File: src/rtl/mux_select_arbiter.sv
// rtl/mux_select_arbiter.sv - round-robin, burst-bounded select/enable driver for a 2x1 mux.
// Optional SWITCH_GAP_EN inserts one enable=0 GAP cycle on every A<->B switch.
module mux_select_arbiter #(
    parameter int MAX_BURST = 4,
    parameter int CNT_W     = 8
) (
    input  logic             clk,
    input  logic             reset,
    input  logic             req_a,
    input  logic             req_b,
    output logic             select,
    output logic             enable,
    output logic             gnt_a,
    output logic             gnt_b,
    output logic [CNT_W-1:0] beat_cnt
);

    localparam logic [1:0] IDLE    = 2'd0;
    localparam logic [1:0] SERVE_A = 2'd1;
    localparam logic [1:0] SERVE_B = 2'd2;
`ifdef SWITCH_GAP_EN
    localparam logic [1:0] GAP     = 2'd3;
`endif
    localparam logic [CNT_W-1:0] MAX_CNT = CNT_W'(MAX_BURST);

    logic [1:0]       state_q, state_d;
    logic             last_b_q, last_b_d;
    logic             select_q, select_d;
    logic             enable_q, enable_d;
    logic             gnt_a_q, gnt_a_d;
    logic             gnt_b_q, gnt_b_d;
    logic [CNT_W-1:0] beat_q, beat_d;

    logic cur_b, own_req, oth_req, at_max, idle_pick_b;
    logic go, go_b;

    assign cur_b       = (state_q == SERVE_B);
    assign own_req     = cur_b ? req_b : req_a;
    assign oth_req     = cur_b ? req_a : req_b;
    assign at_max      = (beat_q == MAX_CNT);
    // On a tie the side that was not served last wins; a lone requester always wins.
    assign idle_pick_b = req_b & (~req_a | ~last_b_q);

    always_comb begin
        state_d  = state_q;
        last_b_d = last_b_q;
        select_d = select_q;
        enable_d = 1'b0;
        gnt_a_d  = 1'b0;
        gnt_b_d  = 1'b0;
        beat_d   = '0;
        go       = 1'b0;
        go_b     = 1'b0;

        case (state_q)
            SERVE_A, SERVE_B: begin
                if (!own_req || (at_max && oth_req)) begin
                    if (oth_req) begin
`ifdef SWITCH_GAP_EN
                        state_d  = GAP;
                        select_d = ~cur_b;
`else
                        go   = 1'b1;
                        go_b = ~cur_b;
`endif
                    end else begin
                        state_d = IDLE;
                    end
                end else begin
                    enable_d = 1'b1;
                    gnt_a_d  = ~cur_b;
                    gnt_b_d  = cur_b;
                    beat_d   = at_max ? CNT_W'(1) : beat_q + CNT_W'(1);
                end
            end
            default: begin
                // GAP shares IDLE arbitration: last_served still names the side
                // being left, so a tie resolves to the switch target.
                if (req_a || req_b) begin
                    go   = 1'b1;
                    go_b = idle_pick_b;
                end else begin
                    state_d = IDLE;
                end
            end
        endcase

        if (go) begin
            state_d  = go_b ? SERVE_B : SERVE_A;
            last_b_d = go_b;
            select_d = go_b;
            enable_d = 1'b1;
            gnt_a_d  = ~go_b;
            gnt_b_d  = go_b;
            beat_d   = CNT_W'(1);
        end
    end

    always_ff @(posedge clk) begin
        if (reset) begin
            state_q  <= IDLE;
            last_b_q <= 1'b1;
            select_q <= 1'b0;
            enable_q <= 1'b0;
            gnt_a_q  <= 1'b0;
            gnt_b_q  <= 1'b0;
            beat_q   <= '0;
        end else begin
            state_q  <= state_d;
            last_b_q <= last_b_d;
            select_q <= select_d;
            enable_q <= enable_d;
            gnt_a_q  <= gnt_a_d;
            gnt_b_q  <= gnt_b_d;
            beat_q   <= beat_d;
        end
    end

    assign select   = select_q;
    assign enable   = enable_q;
    assign gnt_a    = gnt_a_q;
    assign gnt_b    = gnt_b_q;
    assign beat_cnt = beat_q;

endmodule
File: config.mk
export PLATFORM = sky130hd
export DESIGN_NAME = mux_select_arbiter
export DESIGN_NICKNAME = d
export VERILOG_FILES = /design/src/rtl/mux_select_arbiter.sv
export SDC_FILE = /design/constraint.sdc
export NUM_CORES = 1
export LEC_CHECK = 0
export BUFFER_PORTS_ARGS = -buffer_cell sky130_fd_sc_hd__buf_2
export CORE_UTILIZATION = 25
export CTS_CLUSTER_DIAMETER = 100
export DETAILED_ROUTE_END_ITERATION = 10
export GPL_TIMING_DRIVEN = 0
export MAX_ROUTING_LAYER = met4
export SYNTH_ARGS = -nofsm -noshare
export SYNTH_HDL_FRONTEND = slang
export SYNTH_SLANG_ARGS = --single-unit
export TNS_END_PERCENT = 50
File: constraint.sdc
create_clock -name clk -period 2.6 [get_ports clk]
set_input_delay 0.26 -clock clk [delete_from_list [all_inputs] [get_ports clk]]
set_output_delay 0.26 -clock clk [all_outputs]
set_load 0.1 [all_outputs]
-- Word-level counts from Yosys, hierarchy flattened
Index checks and enable logic that the tools add are counted.
- bitwise logic cells: 7
- eq/ne operators: 6
- reductions and logical operators: 7
- add/sub/neg operators: 1
- mux-type cells: 29
- operators by type and width (operator ; count):
    $mux 1 ; 23
    $mux 2 ; 6
    $add 8x1->8 const B ; 1
    $eq 8x3->1 const B ; 1
    $ne 3x3->1 const B ; 2
    $not 1->1 ; 5
    $reduce_or 5->1 ; 1
    $ne 3x2->1 const B ; 1
    $reduce_and 3->1 ; 1
    $eq 2x1->1 const B ; 1
    $eq 2x2->1 const B ; 1
    $logic_or 1x1->1 ; 2
    $reduce_or 2->1 ; 1
    $and 1x1->1 ; 1
    $logic_and 1x1->1 ; 1
    $logic_not 1->1 ; 1
    $or 1x1->1 ; 1
- register bits: 15

-- Depth between registers and ports, before layout
Gate-level depths: netlist of run 1.
- depth after elaboration: 8
- mapped depth: 7
- depth with buffers taken out: 6

-- Worst setup path after synthesis of run 1
No wires, ideal clock.
- kind: register to register
- start point: reg beat_q[5], in the netlist beat_cnt[5]
- end point: reg gnt_a_q, in the netlist gnt_a
- required time: 2485 ps
- arrival: 2047 ps
- path slack: 438 ps
- path buffers: 0
- stages on the path, launching flop included: 5
- cells stage by stage: dfxtp_1 > or4_4 > or4_1 > a31oi_1 > nor2_1
- word-level cells in the longest chain between the ends: 7
- elaborated cells between the ends (all ways): 11
- classes of those cells: eq/ne (1); mux (7); bitwise (1); reduce/logical (2)
- RTL lines (element ; line ; RTL):
    from (decl) ; 32 ; logic [CNT_W-1:0] beat_q, beat_d;
    from (signal assigned) ; 115 ; beat_q <= beat_d;
    $eq 8x3->1 * ; 40 ; assign at_max = (beat_q == MAX_CNT);
    $logic_and 1x1->1 * ; 57 ; if (!own_req || (at_max && oth_req)) begin
    $logic_or 1x1->1 * ; 57 ;
    $mux 1 ; 57 ;
    $mux 1 ; 55 ; case (state_q)
    $not 1->1 ; 93 ; gnt_a_d = ~go_b;
    $mux 1 * ; 88 ; if (go) begin
    to (signal assigned) ; 113 ; gnt_a_q <= gnt_a_d;
    to (decl) ; 30 ; logic gnt_a_q, gnt_a_d;
Every way passes the cells marked *; elsewhere a longest branch is shown, timed or not.
A chain may end at the register's enable or synchronous reset.

-- Worst setup path in the final report of run 1
- start point: reg state_q[0]
- end point: reg beat_q[0], in the netlist beat_cnt[0]
- word-level cells in the longest chain between the ends: 7
- elaborated cells between the ends (all ways): 14
- classes of those cells: eq/ne (2); mux (8); reduce/logical (4)
- RTL lines (element ; line ; RTL):
    from (decl) ; 26 ; logic [1:0] state_q, state_d;
    from (signal assigned) ; 109 ; state_q <= state_d;
    $eq 2x2->1 ; 37, 55 ;
    $mux 1, on equally long branches ; 38, 39 ;
    $logic_not 1->1 or $logic_and 1x1->1 (tied branches) ; 57 ;
    $logic_or 1x1->1 ; 57 ;
    $mux 1 ; 57 ;
    $mux 1 ; 55 ;
    $mux 1 * ; 88 ;
Marks and branches as above.

==> impl_metrics.env, run 1 <==
export IMPL_final_area_sq_mm=0.00103
export IMPL_vias=793
export IMPL_fin_crit_ps=1930
export IMPL_crit_path_top_delay_cell="nor3_1"
export IMPL_slew_violations=0
export IMPL_ant_nets=0
export IMPL_synth_top_area_share_pct=33.9
export IMPL_grt_setup_unrepaired="false"
export IMPL_synth_seq_cells=15
export IMPL_cts_path_max_buffers=2
export IMPL_cts_tree="done"
export IMPL_hp_class="primary input to register"
export IMPL_via_per_inst=4.96
export IMPL_multiInputGateArea_sq_um=493
export IMPL_tns_ps=0
export IMPL_postCtsSetupBuffers=0
export IMPL_start_util_pct=26.3
export IMPL_routabilityCongestion=0.783
export IMPL_arrival_ps=2160
export IMPL_rrSetupSlack_ps=670
export IMPL_crit_type="register to register"
export IMPL_yosys_cell_types_count=38
export IMPL_yosys_warnings=0
export IMPL_ctsResizeCount=0
export IMPL_wl_per_cell_um=12.4
export IMPL_io_pins=16
export IMPL_fin_hold_ws_ps=149
export IMPL_grt_start_max_net_pins=11
export IMPL_tightest_slew_ps=569
export IMPL_yosys_top_cells_area="dfxtp_1, nor2_1, xor2_1, ha_1, buf_6"
export IMPL_max_stage_delay_ps=500
export IMPL_grtUsageMet3_pct=3.15
export IMPL_synthFlopType="dfxtp_1"
export IMPL_dp_hpwl_mm=1.44
export IMPL_syn_area_sq_um=885
export IMPL_n_fill_cell=390
export IMPL_place_area_sq_mm=0.00100
export IMPL_final_net_count=122
export IMPL_peakVddDrop_v=0.000230
export IMPL_fin_crit_sh_pct=74.3
export IMPL_grt_pass1_vias=705
export IMPL_slew_headroom_pct=61.8
export IMPL_p_total_uw=593
export IMPL_skew_ps=6.13
export IMPL_required_ps=2830
export IMPL_drt_total_wl_mm=1.99
export IMPL_seq_area_frac_synth_pct=33.9
export IMPL_path_buf_inv=2
export IMPL_die_w_um=61.5
export IMPL_die_area_sq_mm=0.00378
export IMPL_core_area_sq_mm=0.00336
export IMPL_syn_nets=105
export IMPL_place_inst=156
export IMPL_dp_slack_ps=735
export IMPL_seqCellArea_sq_um=300
export IMPL_firstDrtPassIters=4
export IMPL_critPathMaxFanout=10
export IMPL_clk_pin_slew_worst_paths_ps=100
export IMPL_drt_iter0_drc=69
export IMPL_fmax_ghz=0.518
export IMPL_synth_edf_count=0
export IMPL_status="finished, final reports clean"
export IMPL_finalHoldViolCount=0
export IMPL_netlist_instances=98
export IMPL_cts_inserted_buffers=3
export IMPL_cp_start_kind="register"
export IMPL_worst_slack_ps=669
export IMPL_cts_sinks=15
export IMPL_area_growth_pct=16.4
export IMPL_instances_no_fill=160
export IMPL_postCtsHoldBufs=0
export IMPL_use_met2_pct=18.4
export IMPL_grt_overflow_total=0
export IMPL_power_per_cell_area_mw_per_mm2=576
export IMPL_async_reset_ff_share_pct=0
export IMPL_row_count=21
export IMPL_cap_viol_max_count=0
export IMPL_antenna_found_initial=0
export IMPL_crit_chain="inv_1, ha_1, buf_6, nor3_1, nand2_1, o22ai_1"
export IMPL_p_leak_nw=0.439
export IMPL_drive_above_1_share_pct=22.8
export IMPL_numPortBuffers=12
export IMPL_use_met1_pct=13.6
export IMPL_cpLargestDelayFamily="simple AND/OR/NAND/NOR gates"
export IMPL_antennaDiodeCount=0
export IMPL_cts_root_buf="clkbuf_4"
export IMPL_critPathCaptureType="register"
export IMPL_cts_htree_levels=1
export IMPL_synth_top_area_cell="dfxtp_1"
export IMPL_clk_latency_ps=290
export IMPL_die_h_um=61.5
export IMPL_top_usage_layer="met2"
export IMPL_fin_util_pct=30.6
export IMPL_synth_area_per_cell_sq_um=9.03
export IMPL_track_usage_pct=11.3
export IMPL_setup_viol=0
export IMPL_drc=0
export IMPL_grt_first_pass_wirelength_mm=3.08
## worst paths after layout
check | start | to | cells after the start
min reg2reg | state_q[0]$_SDFFE_PP0P_ | state_q[0]$_SDFFE_PP0P_ | 2
min | reset | enable$_SDFF_PP0_ | 2
max | state_q[0]$_SDFFE_PP0P_ | beat_cnt[0]$_SDFF_PP0_ | 6
max reg2reg | state_q[0]$_SDFFE_PP0P_ | beat_cnt[0]$_SDFF_PP0_ | 6
## sequential cells by signal (all words and copies together), names as in the netlist
register  flops
enable        1
select        1
state_q       2
gnt_b         1
gnt_a         1
beat_cnt      8
last_b_q      1
## cell usage after synthesis (2+ instances only)
master,number
o21ai_0,2
mux2i_1,2
o21ai_1,2
ha_1,3
inv_1,6
xnor2_1,2
a21oi_1,5
o31ai_1,2
nor2_1,12
xor2_1,5
nand2_1,3
and3_1,4
nand3_1,6
o22ai_1,2
buf_6,3
a31oi_1,2
a211oi_1,2
dfxtp_1,15
## per-layer routing
metal	vias to the layer above	wire length [um]	share of wire, %
li1	386	-	-
met1	378	944	48
met3	3	114	5.7
met4	0	18	0.91
met5	-	0	0
met2	26	909	46
## report_power, final
part | internal (mW) | switching (mW) | leakage (nW)
Combinational | 0.0592 | 0.137 | 0.298
Clock | 0.0573 | 0.0817 | 0.0177
Sequential | 0.245 | 0.0133 | 0.123
Total | 0.361 | 0.232 | 0.439
## cells in the final DEF (no fill, tap or decap), types with 2 or more instances in the layout
cell,count
dfxtp_1,15
nor2_1,12
buf_2,12
inv_1,6
nand3_1,6
xor2_1,5
a21oi_1,5
and3_1,4
nand2_1,3
buf_6,3
ha_1,3
clkbuf_4,3
mux2i_1,2
a211oi_1,2
o22ai_1,2
o31ai_1,2
o21ai_1,2
o21ai_0,2
a31oi_1,2
xnor2_1,2
## area by class of cell
cell class	count	share of cell area [%]
sequential	15	29.2
multi-input combinational	72	47.9
inverter	6	2.19
timing repair buffer	12	5.83
buffer	5	6.68
clock inverter	1	0.486
clock buffer	3	2.19
tap	46	5.59
## cells by family (layout without fill, tap and decap cells)
logic type                 Yosys count  in the layout  synth area share (%)
AOI/OAI and AO/OA                   26             26                  21.4
xor gates and xnor gates             7              7                  6.93
adders and majority gates            3              3                  4.24
DFF                                 15             15                  33.9
buffers and inverters               11             27                  10.3
and+or+nand+nor                     34             34                  20.9
muxes                                2              2                  2.26
Note: power is estimated with default switching activity, not from simulation.
==> inputs of run 2 (changes only) <==
==> constraint.sdc (replaced) <==
create_clock -name clk -period 2 [get_ports clk]
set_input_delay 0.2 -clock clk [delete_from_list [all_inputs] [get_ports clk]]
set_output_delay 0.2 -clock clk [all_outputs]
set_load 0.1 [all_outputs]
==> run 2 against run 1 <==
Global-route usage increased by 0.14 points. Flip-flop and latch count did not move. Clock-buffer cell count unchanged. Critical path depth fell by 2. Die area unchanged. Highest routed layer unchanged.
==> impl_metrics.env, run 2 (synthesized netlist as in run 1, its figures left out) <==
export IMPL_crit_chain="or4_4, or4_1, a31oi_1, nor2_1"
export IMPL_cap_viol_max_count=0
export IMPL_p_comb_share_pct=33.5
export IMPL_row_count=21
export IMPL_power_per_cell_area_mw_per_mm2=744
export IMPL_mostFrequentLayoutCells="nor2_1, buf_2, dfxtp_1, dfxtp_2"
export IMPL_drt_total_wl_mm=2.03
export IMPL_antenna_found_initial=0
export IMPL_io_pins=16
export IMPL_timing_rr_end="gnt_a$_SDFF_PP0_"
export IMPL_firstDrtPassIters=4
export IMPL_arrival_ps=1930
export IMPL_cts_htree_levels=1
export IMPL_die_area_sq_mm=0.00378
export IMPL_clk_latency_ps=290
export IMPL_hp_class="primary input to register"
export IMPL_cts_sinks=15
export IMPL_critPathMaxFanout=6
export IMPL_switching_share_pct=39.4
export IMPL_final_net_count=122
export IMPL_drc=0
export IMPL_crit_path_top_delay_cell="or4_4"
export IMPL_fin_crit_sh_pct=86.6
export IMPL_die_h_um=61.5
export IMPL_slew_headroom_pct=66.2
export IMPL_tightest_slew_ps=506
export IMPL_core_area_sq_mm=0.00336
export IMPL_seqPwrFrac_pct=43.2
export IMPL_grt_setup_unrepaired="false"
export IMPL_ant_nets=0
export IMPL_grt_start_max_net_pins=11
export IMPL_grt_overflow_total=0
export IMPL_p_total_uw=777
export IMPL_area_growth_pct=18.0
export IMPL_drt_iter0_drc=19
export IMPL_cts_tree="done"
export IMPL_grt_pass1_vias=726
export IMPL_track_usage_pct=11.4
export IMPL_max_stage_delay_ps=580
export IMPL_status="finished, final reports clean"
export IMPL_setup_viol=0
export IMPL_multiInputGateArea_sq_um=498
export IMPL_r2r_start="beat_cnt[5]$_SDFF_PP0_"
export IMPL_via_per_inst=5.01
export IMPL_grt_first_pass_wirelength_mm=3.11
export IMPL_fin_crit_ps=1730
export IMPL_cts_root_buf="clkbuf_4"
export IMPL_clock_power_share_pct=23.3
export IMPL_rrSetupSlack_ps=270
export IMPL_instances_no_fill=160
export IMPL_die_w_um=61.5
export IMPL_dp_hpwl_mm=1.49
export IMPL_antennaDiodeCount=0
export IMPL_tns_ps=0
export IMPL_drive_above_1_share_pct=29.8
export IMPL_place_inst=156
export IMPL_cp_startpoint="beat_cnt[5]$_SDFF_PP0_"
export IMPL_cp_start_kind="register"
export IMPL_critPathCaptureType="register"
export IMPL_n_fill_cell=397
export IMPL_cts_inserted_buffers=3
export IMPL_seqCellArea_sq_um=309
export IMPL_final_area_sq_mm=0.00104
export IMPL_internal_power_uw=471
export IMPL_p_switching_uw=306
export IMPL_cts_path_max_buffers=2
export IMPL_worstRegToRegCells=4
export IMPL_fin_hold_ws_ps=88.6
export IMPL_fmax_ghz=0.577
export IMPL_crit_type="register to register"
export IMPL_largest_reg_flops=8
export IMPL_peakVddDrop_v=0.000295
export IMPL_worstSetupEndpoint="gnt_a$_SDFF_PP0_"
export IMPL_numPortBuffers=12
export IMPL_finalHoldViolCount=0
export IMPL_required_ps=2190
export IMPL_place_area_sq_mm=0.00101
export IMPL_wl_per_cell_um=12.7
export IMPL_p_leak_nw=0.443
export IMPL_vias=801
export IMPL_clk_pin_slew_worst_paths_ps=100
export IMPL_postCtsSetupBuffers=0
export IMPL_routabilityCongestion=0.776
export IMPL_start_util_pct=26.3
export IMPL_slew_violations=0
export IMPL_skew_ps=2.02
-- run 2: cell counts in the layout (fill, tap and decap cells not counted) --
No cell type changed its count.
-- run 2: stage by stage --
step	util (%)	worst slack [ps]
floorplan	-	87.5
global placement	30.1	205
detailed placement	30.1	166
CTS	30.9	147
global route	31.0	140
finish	31.0	268
-- run 2: final cells by class --
cell class | count | share of cell area, %
clock inverters | 1 | 0.480
multi-input cells | 72 | 47.7
repair buffers | 12 | 5.76
plain buffers | 5 | 6.59
inverters | 6 | 2.16
well taps | 46 | 5.52
flip-flops and latches | 15 | 29.6
clock buffers | 3 | 2.16
-- run 2: power groups by stage --
stage | Combinational (mW) | Sequential (mW) | Clock, mW
after floorplan | 0.126 | 0.430 | 0
after global placement | 0.250 | 0.341 | 0
after detailed placement | 0.256 | 0.342 | 0
after CTS | 0.257 | 0.335 | 0.188
after global routing | 0.278 | 0.339 | 0.208
final | 0.260 | 0.335 | 0.181
-- run 2: worst min path at each step --
| stage | startpoint | endpoint | slack (ps) | depth (start not counted) |
|---|---|---|---|---|
| 2_1_floorplan | reset | enable$_SDFF_PP0_ | 380 | 2 |
| 3_3_place_gp | reset | gnt_a$_SDFF_PP0_ | 400 | 2 |
| 3_5_place_dp | reset | gnt_a$_SDFF_PP0_ | 400 | 2 |
| 4_1_cts | reset | select$_SDFFE_PP0P_ | 80 | 2 |
| 5_1_grt | reset | select$_SDFFE_PP0P_ | 70 | 2 |
| 6_report | reset | gnt_a$_SDFF_PP0_ | 90 | 2 |
-- run 2: what timing repair did --
action | in CTS | in global routing
gates resized for setup | 0 | 1
endpoints found under the hold margin | 0 | 0
hold buffers | 0 | 0
setup endpoints to repair | 0 | 8
-- run 2: worst max-delay path, delay by kind of cell, from the launching register on --
kind             cells  cell delay, ps
flip-flops           1             360
AO/OA/AOI/OAI        1             170
AND/OR/NAND/NOR      3            1110
-- run 2: metal layers --
layer	vias up	share of wire, %	track usage (%)
met5	-	0	-
met3	2	5.6	3.78
li1	389	-	-
met2	24	49	19.4
met1	386	45	13.3
met4	0	0.30	1.90
